**src/rtl/serial_rx_pkg.sv**
```systemverilog
// Shared types and helpers for the serial receive blocks.
package serial_rx_pkg;

   typedef enum logic [2:0] {
      IDLE     = 3'd0,
      DATA     = 3'd1,
      PARITY   = 3'd2,
      STOP     = 3'd3,
      DONE     = 3'd4,
      ERR_WAIT = 3'd5
   } rx_state_t;

   localparam logic IDLE_LEVEL = 1'b1;

   // Bit-counter width; a 1-bit floor keeps tiny frames legal.
   function automatic int cnt_width(input int data_w);
      return (data_w <= 2) ? 1 : $clog2(data_w);
   endfunction

endpackage

```
**src/rtl/serial_parity_acc.sv**
```systemverilog
// Running XOR accumulator: clear takes priority over en.
module serial_parity_acc (
   input  logic clk,
   input  logic areset,
   input  logic clear,
   input  logic en,
   input  logic bit_in,
   output logic par
);

   logic par_reg;

   always_ff @(posedge clk or posedge areset) begin
      if (areset)
         par_reg <= 1'b0;
      else if (clear)
         par_reg <= 1'b0;
      else if (en)
         par_reg <= par_reg ^ bit_in;
   end

   assign par = par_reg;

endmodule

```
**src/rtl/serial_frame_rx.sv**
```systemverilog
// Start/data/odd-parity/stop frame receiver with done, parity and framing flags.
module serial_frame_rx
   import serial_rx_pkg::*;
#(
   parameter int DATA_W    = 8,
   parameter int PARITY_EN = 1
) (
   input  logic              clk,
   input  logic              areset,
   input  logic              in,
   output logic [DATA_W-1:0] out_byte,
   output logic              done,
   output logic              parity_err,
   output logic              frame_err
);

   localparam int             CW   = cnt_width(DATA_W);
   localparam logic [CW-1:0]  LAST = CW'(DATA_W - 1);

   rx_state_t         state_reg;
   logic [CW-1:0]     cnt_reg;
   logic [DATA_W-1:0] shreg_reg;
   logic [DATA_W-1:0] out_byte_reg;
   logic              parity_err_reg;
   logic              frame_err_reg;

   logic start_seen;
   logic par_clear;
   logic par_en;
   logic par;

   // A start bit is accepted from IDLE or straight out of DONE (back-to-back).
   assign start_seen = ((state_reg == IDLE) || (state_reg == DONE)) && (in != IDLE_LEVEL);
   assign par_clear  = start_seen;
   assign par_en     = (state_reg == DATA) || (state_reg == PARITY);

   serial_parity_acc u_parity (
      .clk    (clk),
      .areset (areset),
      .clear  (par_clear),
      .en     (par_en),
      .bit_in (in),
      .par    (par)
   );

   always_ff @(posedge clk or posedge areset) begin
      if (areset) begin
         state_reg      <= IDLE;
         cnt_reg        <= '0;
         shreg_reg      <= '0;
         out_byte_reg   <= '0;
         parity_err_reg <= 1'b0;
         frame_err_reg  <= 1'b0;
      end else begin
         parity_err_reg <= 1'b0;
         frame_err_reg  <= 1'b0;
         case (state_reg)
            IDLE, DONE: begin
               cnt_reg <= '0;
               if (start_seen)
                  state_reg <= DATA;
               else
                  state_reg <= IDLE;
            end
            DATA: begin
               shreg_reg <= {in, shreg_reg[DATA_W-1:1]};
               if (cnt_reg == LAST) begin
                  cnt_reg   <= '0;
                  state_reg <= (PARITY_EN != 0) ? PARITY : STOP;
               end else begin
                  cnt_reg <= cnt_reg + 1'b1;
               end
            end
            PARITY: begin
               state_reg <= STOP;
            end
            STOP: begin
               if (in == IDLE_LEVEL) begin
                  state_reg      <= DONE;
                  out_byte_reg   <= shreg_reg;
                  parity_err_reg <= (PARITY_EN != 0) && (par != 1'b1);
               end else begin
                  state_reg     <= ERR_WAIT;
                  frame_err_reg <= 1'b1;
               end
            end
            ERR_WAIT: begin
               if (in == IDLE_LEVEL)
                  state_reg <= IDLE;
            end
            default: begin
               state_reg <= IDLE;
            end
         endcase
      end
   end

   assign out_byte   = out_byte_reg;
   assign done       = (state_reg == DONE);
   assign parity_err = parity_err_reg;
   assign frame_err  = frame_err_reg;

endmodule

```
**config.mk**
```make
export PLATFORM = sky130hd
export DESIGN_NAME = serial_frame_rx
export DESIGN_NICKNAME = d
export VERILOG_FILES = /design/src/rtl/serial_rx_pkg.sv /design/src/rtl/serial_parity_acc.sv /design/src/rtl/serial_frame_rx.sv
export SDC_FILE = /design/constraint.sdc
export NUM_CORES = 1
export LEC_CHECK = 0
export ABC_AREA = 1
export CAP_MARGIN = 25
export CORE_AREA = 4 4 61 63
export CTS_BUF_LIST = sky130_fd_sc_hd__clkbuf_16
export DETAILED_ROUTE_END_ITERATION = 10
export DIE_AREA = 0 0 65 67
export DONT_BUFFER_PORTS = 1
export PLACE_DENSITY = 0.46
export SKIP_LAST_GASP = 1
export SLEW_MARGIN = 20
export SYNTH_ARGS = -nofsm -noshare
export SYNTH_HDL_FRONTEND = slang
export SYNTH_HIERARCHICAL = 1
export SYNTH_SLANG_ARGS = --single-unit
```
**constraint.sdc**
```tcl
create_clock -name clk -period 1.24 [get_ports clk]
set_clock_uncertainty 0.15 [all_clocks]
set_input_delay 0 -clock clk [delete_from_list [all_inputs] [get_ports clk]]
set_output_delay 0 -clock clk [all_outputs]
set_load 0.02 [all_outputs]
```
==> flow_summary.toml, run 1 <==
[run]
cap_violations = 0

[synth]
yosys_warnings = 6
synth-simple-area-share_pct = 21.32
synth_seq_area_share_pct = 57.01
synthTopCellsByArea = "dfrtp_1 57%, nand2_1 10%, o21ai_2 6.4%, inv_1 4.8%, o21ai_1 4.6%"
synth_compound_area_share_pct = 11.86
yosysMostFrequentCell = "nand2_1"
synth_top_area_share_pct = 57.01
synthesis.area_um2 = 1097
synth_xor_area_share_pct = 0
async_flop_share_pct = 100.0
ys_ff_latch = 25
syn_nets = 121
synth_edf_count = 0
syn_area_per_cell_um2 = 9.459
synthMuxAreaShare_pct = 0
synth_adder_area_share_pct = 2.281
synth_common_cells = "30 x nand2_1, 25 x dfrtp_1, 14 x inv_1, 10 x o21ai_1, 9 x nor2_1"
yosysUniqueCellTypes = 16
synth_top_family_by_area = "simple AND/OR/NAND/NOR gates"
synth_cells = 116
ys.flop_type = "dfrtp_1"
yosysTopAreaCell = "dfrtp_1"

[worst_setup_path]
path_cells = "buf_6 > buf_4 > nand4_4 > buf_12 > nand2_1 > o21ai_2"
slowest_delay_ns = 0.40
critPathKind = "reg -> reg"
worst_setup_path_start_kind = "flip-flop"
cp-end-kind = "flip-flop"
critical_path_arrival_ns = 1.30
critical_path.slowest_cell = "dfrtp_1"
r2r_slack_ns = -0.02
reg2reg_from = "state_reg[1]"
cp_num_cells = 6
crit_required_ns = 1.28
worstReg2RegEnd = "out_byte[7]"
critPathTopFamily = "buffers and inverters"
ff2ff_path_depth = 6
crit_path_max_fanout = 17
cp_num_buf_inv = 3

[routing]
first_pass_iters = 4
wl_um = 2132
vias = 800
drc = 0
vias_per_cell = 4.301
drt-initial-drc-count = 60
wl_per_cell_um = 11.46
ant_nets = 0

[power_and_ir_drop]
p_comb_share_pct = 46.9
ir_drop_mv = 1.461
pwr-share-clk_pct = 17.0
power_mw = 4.239
intPower_mw = 2.512
power_frac_seq_pct = 36.1
p_sw_share_pct = 40.74
p_leak_nw = 0.7381
switchingPower_mw = 1.727
power_per_cell_area_nw_per_um2 = 2717

[timing]
max_freq_mhz = 793.3
slew_violations = 0
worst_slack_ns = -0.02050
finalSetupViolCount = 11
slew_headroom_pct = 79.73
whs_ns = -0.3506
fin_crit_sh_pct = 101.7
finalCriticalPeriod_ns = 1.260
worst_pin_slew_ns = 0.3040
hold_violations = 12
rsz0062_at_grt = "true"
fin_tns_setup_ns = -0.1296

[final_layout]
area_growth_pct = 42.19
drive_gt1_share_pct = 47.14
nets = 146
antennaDiodeCount = 0
design_area_um2 = 1560
instances_no_fill = 186
utilization_pct = 48.28

[placement]
port_buffers = 0
dp_hpwl_um = 1376
place_congestion = 0.8145
placed_cells = 170
dpl_cell_area_um2 = 1224
place_ws_ns = -0.06404

[clock_tree]
cts_num_sinks = 25
postCtsHoldBufs = 3
tritoncts = "done"
clkTransAtPathRegs_ns = 0.06
h-tree-depth = 1
cts_made_buffers = 3
clock_latency_ns = 0.26
root_buffer = "clkbuf_16"
cts_max_path_buffers = 2

[floorplan]
ios = 14
start_util_pct = 33.95
die_h_um = 67
die_area_um2 = 4355
coreArea_um2 = 3232
rows = 21
die_w_um = 65

[global_routing]
grt_util_all_layers_pct = 11.22
grt_pass1_vias = 804
grt-ovfl-total = 0
antenna_found_initial = 0
grt_pass1_wl_um = 3698
grt_start_max_net_pins = 25

[worst_hold_path]
min_from = "in"
hold_depth = 1
min_to = "frame_err"
hold_path.class = "in -> reg"

[run_status]
outcome = "complete, but fails checks"
violations = "hold timing, setup timing"
repair_timing:
action                                  in CTS  in global routing
endpoints found under the setup margin       6                 15
gates resized for setup                     14                 29
buffers inserted                             6                  4
pin swaps                                    7                  3
hold endpoints to repair                    40                 12
logic make-up after synthesis:
kind of cell               after synthesis
buffers and inverters                   19
and+or+nand+nor                         50
adders and majority gates                2
DFF                                     25
AOI/OAI and AO/OA                       20
how the worst max path moves through the flow:
| stage | start | end | slack (ns) |
|---|---|---|---|
| after floorplan | cnt_reg[0] | state_reg[1] | 0.01 |
| after global placement | cnt_reg[0] | state_reg[1] | -0.01 |
| after detailed placement | cnt_reg[0] | state_reg[1] | -0.06 |
| after CTS | state_reg[1] | u_parity/par | -0.02 |
| after global routing | state_reg[1] | out_byte[5] | -0.08 |
| final | state_reg[1] | out_byte[7] | -0.02 |
power by group through the flow:
stage | logic, mW | clock network, mW | registers (mW)
4_1_cts | 1.59 | 0.749 | 1.51
2_1_floorplan | 0.916 | 0 | 1.50
6_report | 1.99 | 0.719 | 1.53
3_3_place_gp | 1.27 | 0 | 1.52
3_5_place_dp | 1.30 | 0 | 1.54
5_1_grt | 2.20 | 0.780 | 1.58
worst register-to-register path, delay by kind of cell, from the launching register on:
family                 cells  cell delay (ns)
flip-flops                 1             0.40
AND/OR/NAND/NOR            2             0.17
AO/OA/AOI/OAI              1             0.05
buffers and inverters      3             0.42
layout by cell type, fill, tap and decap left out, types with 2 or more instances in the layout:
| master | instances |
|---|---|
| buf_6 | 5 |
| inv_2 | 2 |
| clkbuf_16 | 3 |
| nor2_4 | 2 |
| o21ai_1 | 4 |
| dlygate4sd3_1 | 3 |
| nor2_1 | 7 |
| nand2_4 | 3 |
| nor2_2 | 2 |
| nand3_2 | 4 |
| nand2_2 | 9 |
| buf_8 | 2 |
| buf_4 | 11 |
| dfrtp_1 | 24 |
| nand2_1 | 19 |
| nand3_1 | 2 |
| o21ai_2 | 14 |
| inv_1 | 14 |
metal layers:
metal / vias to the layer above / GRT usage [%] / wire length (um)
met5: - / 0 / 0
met4: 0 / 3.958 / 14
met3: 2 / 4.047 / 83
met2: 10 / 18.26 / 1146
met1: 371 / 13.63 / 887
li1: 417 / - / -
final cells by class:
type / count / area, um^2
tap: 46 / 57.56
sequential: 25 / 626.9
timing repair buffer: 22 / 219.0
inverter: 17 / 66.31
fill: 305 / 1672
clock buffer: 3 / 75.07
multi-input combinational: 72 / 508.0
clock inverter: 1 / 7.507
(Power assumes the default switching activity.)
==> run 2: changes to the inputs <==
CORE_AREA = 4 4 51 53   (was 4 4 61 63)
DIE_AREA = 0 0 55 57   (was 0 0 65 67)
PLACE_DENSITY = 0.64   (was 0.46)
==> run 2 against run 1 <==
  * The run ends with setup timing left
  * Critical path depth shrank 2
  * Combinational power shrank 19%
  * Power shrank 9.6%
  * Worst hold slack gained 0.43 ns
  * Final cell count shrank 12%
  * Sequential power is essentially flat
  * First-iteration DRC count shrank 68%
  * Via count grew 1.9%
  * Fmax is essentially flat
  * Sequential share of layout area grew 4.1 points
  * Register-to-register slack is essentially flat
  * Largest cell class unchanged
  * Highest routed layer unchanged
==> flow_summary.toml, run 2 (synthesis gave the netlist of run 1 again) <==
[worst_setup_path]
worst_setup_path_start_kind = "flip-flop"
cp_num_buf_inv = 2
crit_path_max_fanout = 3
critical_path_arrival_ns = 1.11
critical_path.slowest_cell = "dfrtp_1"
crit_required_ns = 1.09
slowest_delay_ns = 0.41
cp-end-kind = "output port"
critPathKind = "reg -> out"
critPathTopFamily = "flip-flops"
path_cells = "inv_2 > nand2_2 > nor2_2 > buf_6"

[floorplan]
coreArea_um2 = 2148
die_area_um2 = 3135
die_w_um = 55
die_h_um = 57
rows = 17
start_util_pct = 51.08
ios = 14

[clock_tree]
clock_latency_ns = 0.26
tritoncts = "done"
cts_max_path_buffers = 2
h-tree-depth = 1
cts_num_sinks = 25
cts_made_buffers = 3
clkTransAtPathRegs_ns = 0.06
root_buffer = "clkbuf_16"

[final_layout]
antennaDiodeCount = 0
layout_commonest_cell = "nand2_1"
instances_no_fill = 164
nets = 142
design_area_um2 = 1416
layout_common_cells = "28 x nand2_1, 24 x dfrtp_1, 14 x inv_1"
utilization_pct = 65.93
drive_gt1_share_pct = 34.56
area_growth_pct = 29.08

[timing]
fin_tns_setup_ns = -0.03197
worst_slack_ns = -0.02119
finalSetupViolCount = 2
max_freq_mhz = 792.9
fin_crit_sh_pct = 101.7
rsz0062_at_grt = "true"
slew_violations = 0
worst_pin_slew_ns = 0.3421
finalCriticalPeriod_ns = 1.261
hold_violations = 0
slew_headroom_pct = 77.19

[placement]
placed_cells = 150
place_congestion = 0.8369
port_buffers = 0
dp_hpwl_um = 1265
dpl_cell_area_um2 = 1186
place_ws_ns = -0.04688

[power_and_ir_drop]
power_frac_seq_pct = 39.7
switchingPower_mw = 1.555
ir_drop_mv = 1.669
p_leak_nw = 0.7017
p_comb_share_pct = 42.0
intPower_mw = 2.276
p_sw_share_pct = 40.59
power_per_cell_area_nw_per_um2 = 2705
pwr-share-clk_pct = 18.3

[global_routing]
grt_pass1_vias = 770
grt-ovfl-total = 0
grt_util_all_layers_pct = 14.44
grt_start_max_net_pins = 25
antenna_found_initial = 0
grt_pass1_wl_um = 3256

[routing]
drc = 0
vias = 815
vias_per_cell = 4.970
wl_per_cell_um = 12.45
first_pass_iters = 4
drt-initial-drc-count = 19
wl_um = 2041
ant_nets = 0

[run_status]
outcome = "complete, but fails checks"
violations = "setup timing"

[run]
cap_violations = 0

[worst_hold_path]
hold_path.class = "in -> reg"
-- run 2: cell count changes in the layout (fill, tap and decap cells not counted), moves of 2 or more --
cell     previous run  this run
o21ai_1             4         8
buf_8               2         0
nand2_2             9         2
nand2_1            19        28
nand3_2             4         2
nand3_1             2         4
nand2_4             3         1
buf_6               5         1
buf_4              11        13
o21ai_2            14        10
-- run 2: routing by layer --
| metal | wire [um] | GRT usage (%) | vias up |
|---|---|---|---|
| met3 | 85 | 3.655 | 4 |
| met1 | 872 | 16.81 | 391 |
| met5 | 0 | 0 | - |
| met2 | 1042 | 23.14 | 16 |
| li1 | - | - | 404 |
| met4 | 40 | 8.681 | 0 |
-- run 2: final cells by class --
cell class / count / area, um^2
flip-flops and latches: 25 / 626.9
fillers: 179 / 732.0
inverters: 17 / 68.82
repair buffers: 18 / 161.4
clock buffers: 3 / 75.07
clock inverters: 1 / 3.754
well taps: 28 / 35.03
multi-input cells: 72 / 445.4
-- run 2: per-stage QoR --
step | hold WS, ns | power, mW
detailed placement | -0.4190 | 2.761
CTS | 0.1174 | 3.606
floorplan | -0.4213 | 2.415
global route | 0.1001 | 4.120
global placement | -0.4198 | 2.718
finish | 0.07706 | 3.832
-- run 2: repair_timing --
action | 4_1_cts | 5_1_grt
hold endpoints to repair | 40 | 0
buffers inserted | 4 | 3
setup endpoints to repair | 8 | 24
hold buffers | 3 | 0
resized for setup | 6 | 14
pin swaps | 2 | 4
-- run 2: power groups by stage --
stage / Combinational [mW] / Clock, mW / Sequential [mW]
6_report: 1.61 / 0.701 / 1.52
5_1_grt: 1.80 / 0.757 / 1.56
4_1_cts: 1.37 / 0.719 / 1.51
3_5_place_dp: 1.22 / 0 / 1.54
3_3_place_gp: 1.19 / 0 / 1.53
2_1_floorplan: 0.916 / 0 / 1.50
-- run 2: path summary, 6_finish.rpt --
path                              start      endpoint  slack, ns  depth (start not counted)
max                        state_reg[1]          done      -0.02                          4
min                                  in     frame_err       0.08                          2
max reg2reg                  cnt_reg[0]  state_reg[1]      -0.01                          6
min reg2reg                u_parity/par    parity_err       0.34                          1
max in group asynchronous        areset  u_parity/par       0.42                          3
min in group asynchronous        areset     frame_err       0.10                          3
